## config.mk

```make
export PLATFORM = sky130hd
export DESIGN_NAME = fn_unit_rr_arbiter_flat
export DESIGN_NICKNAME = d
export VERILOG_FILES = /design/src/rtl/fn_arb_pkg.sv /design/src/rtl/fn_arb_if.sv /design/src/rtl/fn_unit.sv /design/src/rtl/fn_unit_rr_arbiter_rr_pick.sv /design/src/rtl/fn_unit_rr_arbiter.sv /design/src/flat_wrapper.sv
export SDC_FILE = /design/constraint.sdc
export NUM_CORES = 1
export LEC_CHECK = 0
export ABC_AREA = 1
export CORE_MARGIN = 2
export CORE_UTILIZATION = 40
export DETAILED_ROUTE_END_ITERATION = 10
export GPL_ROUTABILITY_DRIVEN = 0
export GPL_TIMING_DRIVEN = 0
export PLACE_DENSITY = 0.67
export SLEW_MARGIN = 15
export SYNTH_ARGS = -nofsm -noshare
export SYNTH_HDL_FRONTEND = slang
export SYNTH_SLANG_ARGS = --single-unit
```

## constraint.sdc

```tcl
create_clock -name clk -period 2.25 [get_ports clk]
set_clock_uncertainty 0.1 [all_clocks]
set_input_delay 0.3375 -clock clk [delete_from_list [all_inputs] [get_ports clk]]
set_output_delay 0.3375 -clock clk [all_outputs]
set_load 0.01 [all_outputs]
```

## src/rtl/fn_arb_pkg.sv

```systemverilog
// Shared constants for the round-robin function-unit arbiter.
// Defaults, index width helper and the f truth table.
package fn_arb_pkg;

  localparam int NREQ_DEF  = 4;
  localparam int CNT_W_DEF = 16;

  // f = x | (~y & z), indexed by {x,y,z}
  localparam logic [7:0] FN_TRUTH = 8'b1111_0010;

  function automatic int ptr_w(input int n);
    return (n <= 2) ? 1 : $clog2(n);
  endfunction

endpackage

```

## src/rtl/fn_arb_if.sv

```systemverilog
// Requester-side bundle for fn_unit_rr_arbiter.
// master = requesters/observer, slave = arbiter.
interface fn_arb_if
  import fn_arb_pkg::*;
#(
  parameter int NREQ  = NREQ_DEF,
  parameter int CNT_W = CNT_W_DEF
) ();

  localparam int PTR_W = ptr_w(NREQ);

  logic [NREQ-1:0]  req;
  logic [NREQ-1:0]  op_x;
  logic [NREQ-1:0]  op_y;
  logic [NREQ-1:0]  op_z;
  logic             hold;
  logic [NREQ-1:0]  gnt;
  logic             rsp_valid;
  logic [PTR_W-1:0] rsp_id;
  logic             rsp_f;
  logic             busy;
  logic [CNT_W-1:0] eval_cnt;

  modport master (
    output req, op_x, op_y, op_z, hold,
    input  gnt, rsp_valid, rsp_id, rsp_f, busy, eval_cnt
  );

  modport slave (
    input  req, op_x, op_y, op_z, hold,
    output gnt, rsp_valid, rsp_id, rsp_f, busy, eval_cnt
  );

endinterface

```

## src/rtl/fn_unit.sv

```systemverilog
// Shared three-input function unit: f = x | (~y & z).
// Ports: x_i, y_i, z_i operands; f_o result.
module fn_unit (
  input  logic x_i,
  input  logic y_i,
  input  logic z_i,
  output logic f_o
);

  assign f_o = x_i | (~y_i & z_i);

endmodule

```

## src/rtl/fn_unit_rr_arbiter_rr_pick.sv

```systemverilog
// Round-robin pick: first set bit of elig after last_winner.
// Ports: elig_i, last_i in; found_o, winner_o out.
module rr_pick
  import fn_arb_pkg::*;
#(
  parameter int NREQ  = NREQ_DEF,
  parameter int PTR_W = ptr_w(NREQ)
) (
  input  logic [NREQ-1:0]  elig_i,
  input  logic [PTR_W-1:0] last_i,
  output logic             found_o,
  output logic [PTR_W-1:0] winner_o
);

  int               s;
  logic [PTR_W-1:0] ix;

  // Walk offsets from farthest to nearest so the nearest hit wins.
  always_comb begin
    found_o  = 1'b0;
    winner_o = '0;
    s        = 0;
    ix       = '0;
    for (int k = NREQ; k >= 1; k--) begin
      s = int'(last_i) + k;
      if (s >= NREQ) s = s - NREQ;
      ix = PTR_W'(s);
      if (elig_i[ix]) begin
        found_o  = 1'b1;
        winner_o = ix;
      end
    end
  end

endmodule

```

## src/rtl/fn_unit_rr_arbiter.sv

```systemverilog
// Shares one fn_unit among NREQ requesters, round-robin, 2-stage.
// Ports: clk, rst_n; bus (slave) carries req/ops/hold and gnt/rsp/busy/cnt.
module fn_unit_rr_arbiter
  import fn_arb_pkg::*;
#(
  parameter int NREQ  = NREQ_DEF,
  parameter int CNT_W = CNT_W_DEF
) (
  input  logic     clk,
  input  logic     rst_n,
  fn_arb_if.slave  bus
);

  localparam int PTR_W = ptr_w(NREQ);
  localparam logic [PTR_W-1:0] LW_RST  = PTR_W'(NREQ - 1);
  localparam logic [CNT_W-1:0] CNT_MAX = '1;

  logic [NREQ-1:0]  gnt_q, gnt_d, elig;
  logic [PTR_W-1:0] lw_q, lw_d, win;
  logic             found;
  logic             opx_q, opy_q, opz_q;
  logic             opx_d, opy_d, opz_d;
  logic             s1_vld_q, s1_vld_d;
  logic [PTR_W-1:0] s1_id_q, s1_id_d;
  logic             rsp_vld_q;
  logic [PTR_W-1:0] rsp_id_q;
  logic             rsp_f_q, f_w;
  logic [CNT_W-1:0] cnt_q, cnt_d;

  // Current grantee is masked: no back-to-back grant to one requester.
  assign elig = bus.req & ~gnt_q;

  rr_pick #(
    .NREQ  (NREQ),
    .PTR_W (PTR_W)
  ) u_pick (
    .elig_i   (elig),
    .last_i   (lw_q),
    .found_o  (found),
    .winner_o (win)
  );

  fn_unit u_fn (
    .x_i (opx_q),
    .y_i (opy_q),
    .z_i (opz_q),
    .f_o (f_w)
  );

  always_comb begin
    gnt_d    = '0;
    lw_d     = lw_q;
    opx_d    = opx_q;
    opy_d    = opy_q;
    opz_d    = opz_q;
    s1_vld_d = 1'b0;
    s1_id_d  = s1_id_q;
    if (!bus.hold && found) begin
      gnt_d[win] = 1'b1;
      lw_d       = win;
      opx_d      = bus.op_x[win];
      opy_d      = bus.op_y[win];
      opz_d      = bus.op_z[win];
      s1_vld_d   = 1'b1;
      s1_id_d    = win;
    end
  end

  always_comb begin
    cnt_d = cnt_q;
    if (rsp_vld_q && cnt_q != CNT_MAX) cnt_d = cnt_q + 1'b1;
  end

  always_ff @(posedge clk or negedge rst_n) begin
    if (!rst_n) begin
      gnt_q     <= '0;
      lw_q      <= LW_RST;
      opx_q     <= 1'b0;
      opy_q     <= 1'b0;
      opz_q     <= 1'b0;
      s1_vld_q  <= 1'b0;
      s1_id_q   <= '0;
      rsp_vld_q <= 1'b0;
      rsp_id_q  <= '0;
      rsp_f_q   <= 1'b0;
      cnt_q     <= '0;
    end else begin
      gnt_q     <= gnt_d;
      lw_q      <= lw_d;
      opx_q     <= opx_d;
      opy_q     <= opy_d;
      opz_q     <= opz_d;
      s1_vld_q  <= s1_vld_d;
      s1_id_q   <= s1_id_d;
      rsp_vld_q <= s1_vld_q;
      rsp_id_q  <= s1_id_q;
      rsp_f_q   <= f_w;
      cnt_q     <= cnt_d;
    end
  end

  assign bus.gnt       = gnt_q;
  assign bus.rsp_valid = rsp_vld_q;
  assign bus.rsp_id    = rsp_id_q;
  assign bus.rsp_f     = rsp_f_q;
  assign bus.busy      = (|gnt_q) | rsp_vld_q;
  assign bus.eval_cnt  = cnt_q;

endmodule

```

## src/flat_wrapper.sv

```systemverilog
// flat-port wrapper written by rule: the top's interface ports become plain ports
module fn_unit_rr_arbiter_flat import fn_arb_pkg::*;
#(
  parameter int NREQ  = NREQ_DEF,
  parameter int CNT_W = CNT_W_DEF
)
  (clk, rst_n, bus_req, bus_op_x, bus_op_y, bus_op_z, bus_hold, bus_gnt, bus_rsp_valid, bus_rsp_id, bus_rsp_f, bus_busy, bus_eval_cnt);
  fn_arb_if #(.NREQ(NREQ), .CNT_W(CNT_W)) bus_i ();
  input  logic clk;
  input  logic rst_n;
  input wire logic [$bits(bus_i.req)-1:0] bus_req;
  input wire logic [$bits(bus_i.op_x)-1:0] bus_op_x;
  input wire logic [$bits(bus_i.op_y)-1:0] bus_op_y;
  input wire logic [$bits(bus_i.op_z)-1:0] bus_op_z;
  input wire logic [$bits(bus_i.hold)-1:0] bus_hold;
  output wire logic [$bits(bus_i.gnt)-1:0] bus_gnt;
  output wire logic [$bits(bus_i.rsp_valid)-1:0] bus_rsp_valid;
  output wire logic [$bits(bus_i.rsp_id)-1:0] bus_rsp_id;
  output wire logic [$bits(bus_i.rsp_f)-1:0] bus_rsp_f;
  output wire logic [$bits(bus_i.busy)-1:0] bus_busy;
  output wire logic [$bits(bus_i.eval_cnt)-1:0] bus_eval_cnt;
  assign bus_i.req = bus_req;
  assign bus_i.op_x = bus_op_x;
  assign bus_i.op_y = bus_op_y;
  assign bus_i.op_z = bus_op_z;
  assign bus_i.hold = bus_hold;
  assign bus_gnt = bus_i.gnt;
  assign bus_rsp_valid = bus_i.rsp_valid;
  assign bus_rsp_id = bus_i.rsp_id;
  assign bus_rsp_f = bus_i.rsp_f;
  assign bus_busy = bus_i.busy;
  assign bus_eval_cnt = bus_i.eval_cnt;
  fn_unit_rr_arbiter #(.NREQ(NREQ), .CNT_W(CNT_W)) u_core (.clk(clk), .rst_n(rst_n), .bus(bus_i));
endmodule
```

[Yosys cells after proc, flatten, opt, wreduce, memory -nomap -nowiden]
Cells that the tools add are included.
Cells by class
  magnitude comparators: 10
  bitwise logic cells: 6
  multiply operators: 0
  shift-type cells: 0
  add/subtract/negate cells: 9
  eq/ne operators: 1
  reduce and logical (&&, ||, !) cells: 5
  muxes and demuxes: 30
  div/mod/pow operators: 0
Operator list (number)
  $add 16x1->16 const B: 1
  $mux 2: 8
  $ne 16x16->1 const B: 1
  $lt 2x3->1 const B: 5
  $bmux 1 s2: 7
  $mux 1: 13
  $ge 3x3->1 const B: 3
  $sub 2x1->2 const B: 4
  $add 2x2->3 const B: 2
  $add 2x3->4 const B: 1
  $and 4x4->4: 1
  $ge 4x3->1 const B: 1
  $mux 4: 1
  $not 4->4: 1
  $reduce_or 4->1: 1
  $add 2x1->3 const B: 1
  $logic_and 1x1->1: 3
  $demux 1 s2: 1
  $ge 2x1->1 const B: 1
  $or 1x1->1: 2
  $and 1x1->1: 1
  $logic_not 1->1: 1
  $not 1->1: 1
Word-level totals
  register bits after elaboration: 32
  bits in read-only memories: 0
  logic and storage cells: 72
  memories kept: 0
  bits in latches: 0
  memory bits (writable): 0
  output and inout bits: 25

[Logic depth before layout (Yosys ltp)]
Gate-level depths: netlist (run 1).
  depth in word-level cells: 14
  mapped depth: 16
  mapped depth without buffers: 15

[Cells and area by module]
A second synthesis (run 1) with hierarchy kept.
Second synthesis, totals
  cell total of the unflattened synthesis: 274
  area, all modules: 1925.6 um^2
Modules (own cells, without submodules)
  fn_unit_rr_arbiter: sequential area each 803.3 um^2, instances 1, area an instance 1664.1 um^2, cells an instance 219
  rr_pick: sequential area each 0.0 um^2, instances 1, area an instance 246.5 um^2, cells an instance 51
  fn_unit: sequential area each 0.0 um^2, instances 1, area an instance 15.0 um^2, cells an instance 4

[Worst setup path before layout (run 1)]
OpenSTA, ideal clock, no wires.
  path type: register to register
  from: reg u_core.lw_q[0]
  to: reg u_core.opx_q
  setup time: 117 ps
  data required time: 2033 ps
  cell stages (with the launch flop): 15
  data arrival time: 1524 ps
  slack: 509 ps
  cells stage by stage: dfstp_2 buf_6 nand3_1 nand2_2 nand2_1 nand2_1 inv_2 nand2_4 nand3_4 nand2_8 nand2_2 nand3_1 nand2_1 nand2_1 nand2_1
On the way
  word-level cells in the longest chain between the ends: 11
  elaborated cells on any way between the ends: 35
  those cells by class: add/sub: 8; order compare: 4; mux: 22; reduce/logical: 1
Ends and longest elaborated chain
  from (decl): RTL line fn_unit_rr_arbiter.sv:19  | logic [PTR_W-1:0] lw_q, lw_d, win;
  from (signal assigned): RTL line fn_unit_rr_arbiter.sv:89  | lw_q <= lw_d;
  $add 2x3->4: RTL line fn_unit_rr_arbiter_rr_pick.sv:25  | s = int'(last_i) + k;
  $ge 4x3->1 / $sub 2x1->2 (equally long branches): RTL line fn_unit_rr_arbiter_rr_pick.sv:26  | if (s >= NREQ) s = s - NREQ;
  $mux 2: RTL line fn_unit_rr_arbiter_rr_pick.sv:26
  $bmux 1 s2: RTL line fn_unit_rr_arbiter_rr_pick.sv:28  | if (elig_i[ix]) begin
  $mux 1 (not written as such): RTL line fn_unit_rr_arbiter_rr_pick.sv:28
  $mux 2 (4 in series): RTL line fn_unit_rr_arbiter_rr_pick.sv:28
  $bmux 1 s2: RTL line fn_unit_rr_arbiter.sv:61  | opx_d = bus.op_x[win];
  $mux 1 (not written as such): RTL line fn_unit_rr_arbiter.sv:61
  to (signal assigned): RTL line fn_unit_rr_arbiter.sv:90  | opx_q <= opx_d;
  to (decl): RTL line fn_unit_rr_arbiter.sv:21  | logic opx_q, opy_q, opz_q;
Several ways; a longest one is shown, not always the timed one. The select of a mux whose other input is x is not followed.
A chain may end at the register's enable or synchronous reset.

[Final worst setup path (run 1)]
  from: reg u_core.rsp_vld_q, in the netlist u_core.bus.rsp_valid
  to: out bus_busy
On the way
  word-level cells in the longest chain between the ends: 1
Ends and longest elaborated chain
  from (decl): RTL line fn_unit_rr_arbiter.sv:25  | logic rsp_vld_q;
  from (signal assigned): RTL line fn_unit_rr_arbiter.sv:95  | rsp_vld_q <= s1_vld_q;
  $or 1x1->1: RTL line fn_unit_rr_arbiter.sv:106  | assign bus.busy = (|gnt_q) | rsp_vld_q;
  to (decl): RTL line flat_wrapper.sv:20  | output wire logic [$bits(bus_i.busy)-1:0] bus_busy;
No other way between the ends.

==> results of run 1 <==
-- area by class of cell --
| type | count | area share [%] |
|---|---|---|
| timing repair buffer | 43 | 17.72 |
| buffer | 1 | 0.4690 |
| tap | 52 | 2.710 |
| clock inverter | 2 | 0.4169 |
| inverter | 37 | 6.097 |
| clock buffer | 6 | 3.439 |
| multi-input combinational | 149 | 35.70 |
| sequential | 32 | 33.45 |
-- registers in the layout, indices dropped and copies added (netlist names) --
signal	count
u_core.opz_q	1
u_core.s1_id_q	2
u_core.bus.rsp_valid	1
u_core.bus.rsp_f	1
u_core.s1_vld_q	1
u_core.opx_q	1
u_core.lw_q	2
u_core.bus.rsp_id	2
u_core.opy_q	1
u_core.bus.eval_cnt	16
u_core.bus.gnt	4
-- worst min path at each step --
stage / from / endpoint / slack, ns / cells past startpoint
after floorplan: rst_n / u_core.bus.eval_cnt[0]$_DFFE_PN0P_ / -0.06 / 0
after global routing: rst_n / u_core.bus.eval_cnt[2]$_DFFE_PN0P_ / 0.05 / 1
after detailed placement: u_core.s1_vld_q$_DFF_PN0_ / u_core.bus.rsp_valid$_DFF_PN0_ / 0.25 / 0
final: rst_n / u_core.opx_q$_DFFE_PN0P_ / -0.002 / 1
after global placement: u_core.s1_vld_q$_DFF_PN0_ / u_core.bus.rsp_valid$_DFF_PN0_ / 0.23 / 0
after CTS: rst_n / u_core.bus.eval_cnt[2]$_DFFE_PN0P_ / 0.02 / 1
-- per-stage QoR --
step                hold slack [ns]  instances  cell area [um2]  utilization, %  total power, W
finish                    -0.001599        322             2401           55.14        0.003102
global route                0.04876        322             2401           55.14        0.003377
CTS                         0.01882        322             2401           55.14        0.003141
detailed placement           0.2458        314             2308           53.02        0.002685
global placement             0.2323        314             2313           53.13        0.002668
floorplan                  -0.05809        219             1818               -        0.002200
-- layout by cell type, fill, tap and decap left out, types with 3 or more instances in the layout --
cell type,netlist,layout
clkbuf_8,0,6
xor2_1,8,8
nand2_2,8,8
nor2_1,14,14
inv_1,29,29
xnor2_1,6,6
nand2_1,52,52
o21ai_0,4,4
nand3_1,31,31
clkdlybuf4s50_1,0,42
inv_2,7,7
nor3_1,5,5
nor2_2,3,3
dfrtp_1,30,30
-- layer usage --
layer	part of all wire [%]	wire, um	vias to the layer above
li1	-	-	783
met1	50	1774	680
met2	44	1563	31
met3	5.1	183	5
met4	1.2	44	0
met5	0	0	-
-- synthesized netlist by cell type, drive strengths merged --
cell type	n	area share, %
a21oi	2	1.2
buf	1	0.62
dfrtp	30	41
dfstp	2	2.9
ha	1	0.69
inv	37	8.1
mux2i	1	0.55
nand2	64	17
nand3	34	11
nand4	2	0.69
nor2	18	4.5
nor3	7	2.8
o21ai	4	1.1
o21bai	1	0.41
xnor2	7	3.8
xor2	8	3.9
-- worst register-to-register path, cell delays in order, from the launching register on --
cell and delay [ns]:
dfstp_2 0.53, buf_6 0.15, inv_8 0.06, nand3_1 0.07, nand2_1 0.08, nand2_1 0.10
nand3_1 0.08, nand3_1 0.07, nand2_1 0.05, nand2_1 0.17, inv_2 0.10, nand3_1 0.09
nand2_1 0.06, nand2_1 0.05, nand2_1 0.05
-- power by group through the flow --
stage	logic, W	registers, W	clock network, W
finish	0.00178	0.000879	0.000442
global route	0.00199	0.000904	0.000486
detailed placement	0.00180	0.000887	0
floorplan	0.00129	0.000915	0
CTS	0.00180	0.000881	0.000456
global placement	0.00178	0.000886	0
-- kinds of logic after synthesis --
group                    count (synthesis)  synth area share [%]
multiplexers                             1                0.5506
AO/OA/AOI/OAI                            7                 2.684
flip-flops                              32                 44.18
buffers and inverters                   38                 8.672
XOR/XNOR                                15                 7.640
adder cells (fa/ha/maj)                  1                0.6881
AND/OR/NAND/NOR                        125                 35.58
==> impl_metrics.ini, run 1 <==
[setup_path]
rr_endpoint = u_core.opz_q$_DFFE_PN0P_
startpoint_type = register
reg2reg_from = u_core.lw_q[0]$_DFFE_PN1P_
startpoint = u_core.bus.rsp_valid$_DFF_PN0_
critPathArrivalTime_ns = 1.49
crit_family = buffers and inverters
critPathRequiredTime_ns = 1.81
max_stage_delay_ns = 0.50
crit_chain = nor3_1 -> nand3_1 -> clkdlybuf4s50_1
r2r_cells = 14
cp.depth = 3
cp.buffers_inverters = 1
critPathCaptureType = primary output
cp_slowest_cell = clkdlybuf4s50_1
r2r_slack_ns = 0.35
crit_end = bus_busy
cp_max_fo = 4
criticalPathCategory = reg -> out

[power]
clockPowerShare_pct = 14.2
pwr-share-comb_pct = 57.4
switchingPower_w = 0.001381
internal_power_w = 0.001721
p_seq_share_pct = 28.3
swShare_pct = 44.53
irDropWorstVdd_v = 0.0006482
p_leak_nw = 1.135
power.density_mw_per_mm2 = 1292

[final_layout]
drive_above_1_share_pct = 15.93
diodes = 0
multi_input_area_um2 = 857.1
regArea_um2 = 803.3
fillCellCount = 402
syn2layout_area_growth_pct = 32.07
nets = 289

[status]
outcome = finished with violations
violations = hold timing

[synth]
ys_types = 29
syn_inst = 219
netlist_area_mm2 = 0.001818
synth.net_count = 239
ys_ff_latch = 32
synth_seq_area_share_pct = 44.18
ys_warn_count = 0
postSynthAreaPerCell_um2 = 8.301

[global_routing]
grt_pass1_wl_um = 6216
gr-usage-met2_pct = 23.77
met1_usage_pct = 20.34
grt_max_degree = 33
grt_busiest_layer = met2
antenna_found_initial = 0
grt_util_all_layers_pct = 15.13
grt_pass1_vias = 1410
grtUsageMet3_pct = 4.219
gr-total-overflow = 0

[clocking]
cts.clk_slew.worst_paths_ns = 0.07
clock_latency_ns = 0.28
cts.sinks = 32
post-cts-setup-buffers = 0
cts_tree = yes
clk_path_buf_depth = 2
cts_max_level = 2
clock-root-buffer = clkbuf_8
cts_buffers = 5
ctsHoldBuffers = 0
ctsResizeCount = 0

[sta]
rsz0062_at_grt = no
fmax_ghz = 0.5182
hold_viol = 5
finalSetupViolCount = 0
final.min_clock_period_ns = 1.930
timing.hold.ws_ns = -0.001599
worst_pin_slew_ns = 0.6835
report.final.slew_viol_count = 0
worst_slack_ns = 0.3203
final.period_utilization_pct = 85.76
slew_headroom_pct = 54.43
setup-tns-final_ns = 0

[worst_hold_path]
hp-class = in -> async

[place]
portBuffers = 43
pre_cts_ws_ns = 0.1979
dp_hpwl_um = 2848

[drt]
avgRoutedWirePerCell_um = 11.07
wl_um = 3565
drt-initial-drc-count = 84
drc_errors = 0
antenna_left = 0
vias = 1499
routed_via_density = 4.655
dr.pass1.iters = 4

[floorplan]
die_area_mm2 = 0.005100
core.rowCount = 24
core_mm2 = 0.004354
die_h_um = 71.42
die_w_um = 71.42
start_util_pct = 41.75
pin_count = 44

[flow_run]
cap_violations = 0
Power figures use the tool's default switching activity.
==> run 2: changes to the inputs <==
--- a/config.mk
+++ b/config.mk
@@ -11,7 +11,8 @@
 export DETAILED_ROUTE_END_ITERATION = 10
 export GPL_ROUTABILITY_DRIVEN = 0
 export GPL_TIMING_DRIVEN = 0
-export PLACE_DENSITY = 0.67
+export HOLD_SLACK_MARGIN = 0.12
+export PLACE_DENSITY = 0.69
 export SLEW_MARGIN = 15
 export SYNTH_ARGS = -nofsm -noshare
 export SYNTH_HDL_FRONTEND = slang
==> run 2 against run 1 <==
  * The run now ends clean
  * Final area is 1.2% higher
  * Register-to-register slack lost 0.04 ns
  * Critical path type unchanged
  * Largest cell class unchanged
  * Sequential share of layout area shrank 0.40 points
  * Cell count rose by 0.31%
  * Core utilization grew 0.66 points
  * Flip-flop and latch count stayed put
  * Power grew 4.1%
  * Worst setup slack worse by 0.012 ns
  * Sequential power is 0.5% lower
==> impl_metrics.ini, run 2 (synthesis results as in run 1) <==
[setup_path]
startpoint_type = register
cp_max_fo = 3
critPathRequiredTime_ns = 1.81
critPathArrivalTime_ns = 1.50
critPathCaptureType = primary output
criticalPathCategory = reg -> out

[clocking]
clock_latency_ns = 0.29
ctsResizeCount = 0
cts_buffers = 5
clk_path_buf_depth = 2
cts.sinks = 32
cts_max_level = 2
post-cts-setup-buffers = 0
cts.clk_slew.worst_paths_ns = 0.07
clock-root-buffer = clkbuf_8
cts_tree = yes
ctsHoldBuffers = 1

[place]
dp_hpwl_um = 2824
pre_cts_ws_ns = 0.1754
dp.cells = 314
portBuffers = 43

[sta]
worst_slack_ns = 0.3082
rsz0062_at_grt = no
report.final.slew_viol_count = 0
hold_viol = 0
finalSetupViolCount = 0
setup-tns-final_ns = 0
fmax_ghz = 0.5150
worst_pin_slew_ns = 0.6912
final.period_utilization_pct = 86.30
slew_headroom_pct = 53.92
final.min_clock_period_ns = 1.942

[final_layout]
stdcell_count = 323
largest_reg_flops = 16
final_cell_mix = nand2_1 (52), clkdlybuf4s50_1 (42), nand3_1 (31), dfrtp_1 (30), inv_1 (29)
drive_above_1_share_pct = 15.87
final_common_cell = nand2_1
diodes = 0
nets = 290
fillCellCount = 398
syn2layout_area_growth_pct = 33.65
fin_util_pct = 55.80

[power]
p_leak_nw = 1.142
irDropWorstVdd_v = 0.0006598
power.density_mw_per_mm2 = 1329
finalPower_w = 0.003230

[drt]
routed_via_density = 4.802
vias = 1551
antenna_left = 0
dr.pass1.iters = 4
wl_um = 3670
drc_errors = 0
avgRoutedWirePerCell_um = 11.36
drt-initial-drc-count = 133

[floorplan]
core_mm2 = 0.004354
die_w_um = 71.42
core.rowCount = 24
start_util_pct = 41.75
die_h_um = 71.42
die_area_mm2 = 0.005100
pin_count = 44

[worst_hold_path]
hp-class = reg -> reg

[status]
outcome = finished clean

[global_routing]
antenna_found_initial = 0
grt_max_degree = 33
gr-total-overflow = 0
grt_pass1_wl_um = 6327
grt_pass1_vias = 1429
grt_util_all_layers_pct = 15.84

[flow_run]
cap_violations = 0
[run 2: cell types whose count changed in the layout (fill, tap and decap cells not counted), sizes merged]
cell	before	now
clkbuf	6	5
clkinv	2	1
dlygate4sd3	0	1
bufinv	0	1
clkinvlp	0	1
[run 2: report_power, final]
group / switching [W] / internal [W]
clock: 0.000219 / 0.000327
sequential: 0.000113 / 0.000762
combinational: 0.00109 / 0.000716
total: 0.00142 / 0.00181
[run 2: per-stage QoR]
stage / hold WS [ns] / instance area, um2
finish: 0.2657 / 2430
CTS: 0.2648 / 2430
global placement: 0.2326 / 2313
floorplan: -0.05809 / 1818
detailed placement: 0.2386 / 2308
global route: 0.2705 / 2430
[run 2: worst max-delay path, cell delays in order (launching register included)]
cell and delay (ns):
dfrtp_1 0.39, nor3_1 0.22, nand3_1 0.11, clkdlybuf4s50_1 0.50
[run 2: worst paths after layout]
kind	start	end	slack (ns)	depth (start not counted)
min	u_core.s1_vld_q$_DFF_PN0_	u_core.bus.rsp_valid$_DFF_PN0_	0.27	0
max reg2reg	u_core.lw_q[0]$_DFFE_PN1P_	u_core.opx_q$_DFFE_PN0P_	0.31	14
max in group asynchronous	rst_n	u_core.bus.eval_cnt[7]$_DFFE_PN0P_	1.07	2
min in group asynchronous	rst_n	u_core.bus.rsp_id[1]$_DFF_PN0_	0.53	2
max	u_core.bus.gnt[2]$_DFF_PN0_	bus_busy	0.31	3
min reg2reg	u_core.s1_vld_q$_DFF_PN0_	u_core.bus.rsp_valid$_DFF_PN0_	0.27	0
[run 2: area by class of cell]
cell class              instances  area [um2]  share of cell area [%]
multi-input cells             149       857.1                   35.27
clock buffers                   5       68.82                   2.832
clock inverters                 3       42.54                   1.751
repair buffers                 44       435.4                   17.92
well taps                      52       65.06                   2.678
plain buffers                   1       11.26                  0.4634
flip-flops and latches         32       803.3                   33.06
inverters                      37       146.4                   6.025
[run 2: layer usage]
metal,part of all wire [%],up-vias,GRT usage (%)
met5,0,-,0
met4,1.8,0,7.128
met3,4.4,8,4.079
met2,45,29,22.84
met1,48,731,22.37
li1,-,783,-
==> run 3: changes to the inputs <==
--- a/config.mk
+++ b/config.mk
@@ -13,6 +13,7 @@
 export GPL_TIMING_DRIVEN = 0
 export HOLD_SLACK_MARGIN = 0.12
 export PLACE_DENSITY = 0.69
+export RECOVER_POWER = 100
 export SLEW_MARGIN = 15
 export SYNTH_ARGS = -nofsm -noshare
 export SYNTH_HDL_FRONTEND = slang
==> run 3 against run 2 <==
  * Clock power is essentially flat
  * Largest cell class unchanged
  * Flip-flop and latch count unchanged
  * Global-route usage did not move
  * Non-clock buffer count unchanged
  * Critical path depth increased by 10
  * Power is 2.3% lower
  * Sequential share of layout area is 0.21 points higher
  * Combinational power down 4%
  * Fmax down 3.0%
==> impl_metrics.ini, run 3 (synthesis results as in run 1) <==
[drt]
avgRoutedWirePerCell_um = 11.34
routed_via_density = 4.768
antenna_left = 0
drt-initial-drc-count = 120
drc_errors = 0
vias = 1540
wl_um = 3662
dr.pass1.iters = 4

[final_layout]
drive_above_1_share_pct = 14.39
fillCellCount = 399
regArea_um2 = 803.3
final_cell_mix = nand2_1 (53), nand3_1 (31), inv_1 (30), dfrtp_1 (30), dlygate4sd3_1 (25)
final_common_cell = nand2_1
multi_input_area_um2 = 842.1
largest_reg_flops = 16
nets = 290
syn2layout_area_growth_pct = 32.83
fin_area_mm2 = 0.002415
diodes = 0

[place]
placed_area_mm2 = 0.002308
dp_hpwl_um = 2824
portBuffers = 43
pre_cts_ws_ns = 0.1754

[floorplan]
pin_count = 44
die_area_mm2 = 0.005100
start_util_pct = 41.75
die_w_um = 71.42
core.rowCount = 24
core_mm2 = 0.004354
die_h_um = 71.42

[setup_path]
r2r_cells = 13
startpoint_type = register
max_stage_delay_ns = 0.53
rr_endpoint = u_core.bus.gnt[2]$_DFF_PN0_
cp_max_fo = 7
critPathRequiredTime_ns = 2.35
cp_slowest_cell = dfstp_2
reg2reg_from = u_core.lw_q[0]$_DFFE_PN1P_
startpoint = u_core.lw_q[0]$_DFFE_PN1P_
critPathCaptureType = register
criticalPathCategory = reg -> reg
r2r_slack_ns = 0.25
critPathArrivalTime_ns = 2.10
crit_chain = buf_6 -> inv_8 -> nand3_1 -> nand2_1 -> nand2_1 -> nand2_2 -> nand2_4 -> nand2_4 -> nand2_8 -> nand2_8 -> nor2_1 -> inv_2 -> nor2_1

[clocking]
cts.sinks = 32
cts_buffers = 5
clk_path_buf_depth = 2
clock_latency_ns = 0.29
cts.clk_slew.worst_paths_ns = 0.07
clock-root-buffer = clkbuf_8
cts_max_level = 2
cts_tree = yes
ctsResizeCount = 0

[global_routing]
grt_util_all_layers_pct = 15.84
grt_max_degree = 33
gr-total-overflow = 0
grt_pass1_vias = 1429
antenna_found_initial = 0
grt_pass1_wl_um = 6327

[power]
swShare_pct = 44.24
internal_power_w = 0.001760
irDropWorstVdd_v = 0.0006458
switchingPower_w = 0.001397
p_leak_nw = 1.199
p_seq_share_pct = 27.5
power.density_mw_per_mm2 = 1307
pwr-share-comb_pct = 55.1
clockPowerShare_pct = 17.3

[status]
outcome = finished clean

[sta]
final.min_clock_period_ns = 2.002
fmax_ghz = 0.4994
worst_pin_slew_ns = 0.7678
hold_viol = 0
rsz0062_at_grt = no
timing.hold.ws_ns = 0.2663
worst_slack_ns = 0.2476
setup-tns-final_ns = 0
final.period_utilization_pct = 89.00
report.final.slew_viol_count = 0
finalSetupViolCount = 0
slew_headroom_pct = 48.81

[flow_run]
cap_violations = 0

[worst_hold_path]
hold_start = u_core.s1_vld_q$_DFF_PN0_
min_to = u_core.bus.rsp_valid$_DFF_PN0_
hold_path_depth = 0
hp-class = reg -> reg
## run 3: layout make-up
class                      count  area share (%)
multi-input combinational    149           34.87
sequential                    32           33.26
timing repair buffer          44           18.03
inverter                      37           6.062
clock buffer                   5           2.850
tap                           52           2.694
clock inverter                 3           1.762
buffer                         1          0.4663
## run 3: metal layers
metal	part of all wire, %	GRT usage [%]	wire (um)	up-vias
li1	-	-	-	785
met1	48	22.37	1762	714
met2	45	22.84	1655	33
met3	4.8	4.079	175	8
met4	1.9	7.128	68	0
met5	0	0	0	-
## run 3: worst max-delay path, delay by kind of cell (launching register included)
family	cells	cell delay (ns)
buf+inv	3	0.26
flops	1	0.53
simple gates	10	1.00
## run 3: power groups by stage
stage / combinational [W] / clock [W] / sequential, W
global placement: 0.00178 / 0 / 0.000885
finish: 0.00174 / 0.000547 / 0.000869
CTS: 0.00182 / 0.000555 / 0.000878
global route: 0.00196 / 0.000581 / 0.000898
detailed placement: 0.00181 / 0 / 0.000882
floorplan: 0.00129 / 0 / 0.000915
## run 3: worst max-delay path by stage
stage,end,slack [ns]
3_5_place_dp,u_core.opx_q$_DFFE_PN0P_,0.18
6_report,u_core.bus.gnt[2]$_DFF_PN0_,0.25
3_3_place_gp,u_core.bus.gnt[2]$_DFF_PN0_,0.14
4_1_cts,bus_busy,0.28
5_1_grt,u_core.bus.gnt[2]$_DFF_PN0_,0.06
2_1_floorplan,u_core.opx_q$_DFFE_PN0P_,0.51
## run 3: through the flow
stage / power, W / utilization (%) / instances
after global routing: 0.003439 / 55.46 / 323
after detailed placement: 0.002695 / 53.02 / 314
after CTS: 0.003254 / 55.80 / 323
final: 0.003157 / 55.46 / 323
after global placement: 0.002665 / 53.13 / 314
after floorplan: 0.002200 / - / 219
## run 3: repair_timing
action / 4_1_cts / 5_1_grt
endpoints found under the hold margin: 30 / 0
hold buffers: 1 / 0
setup buffers: 0 / 0
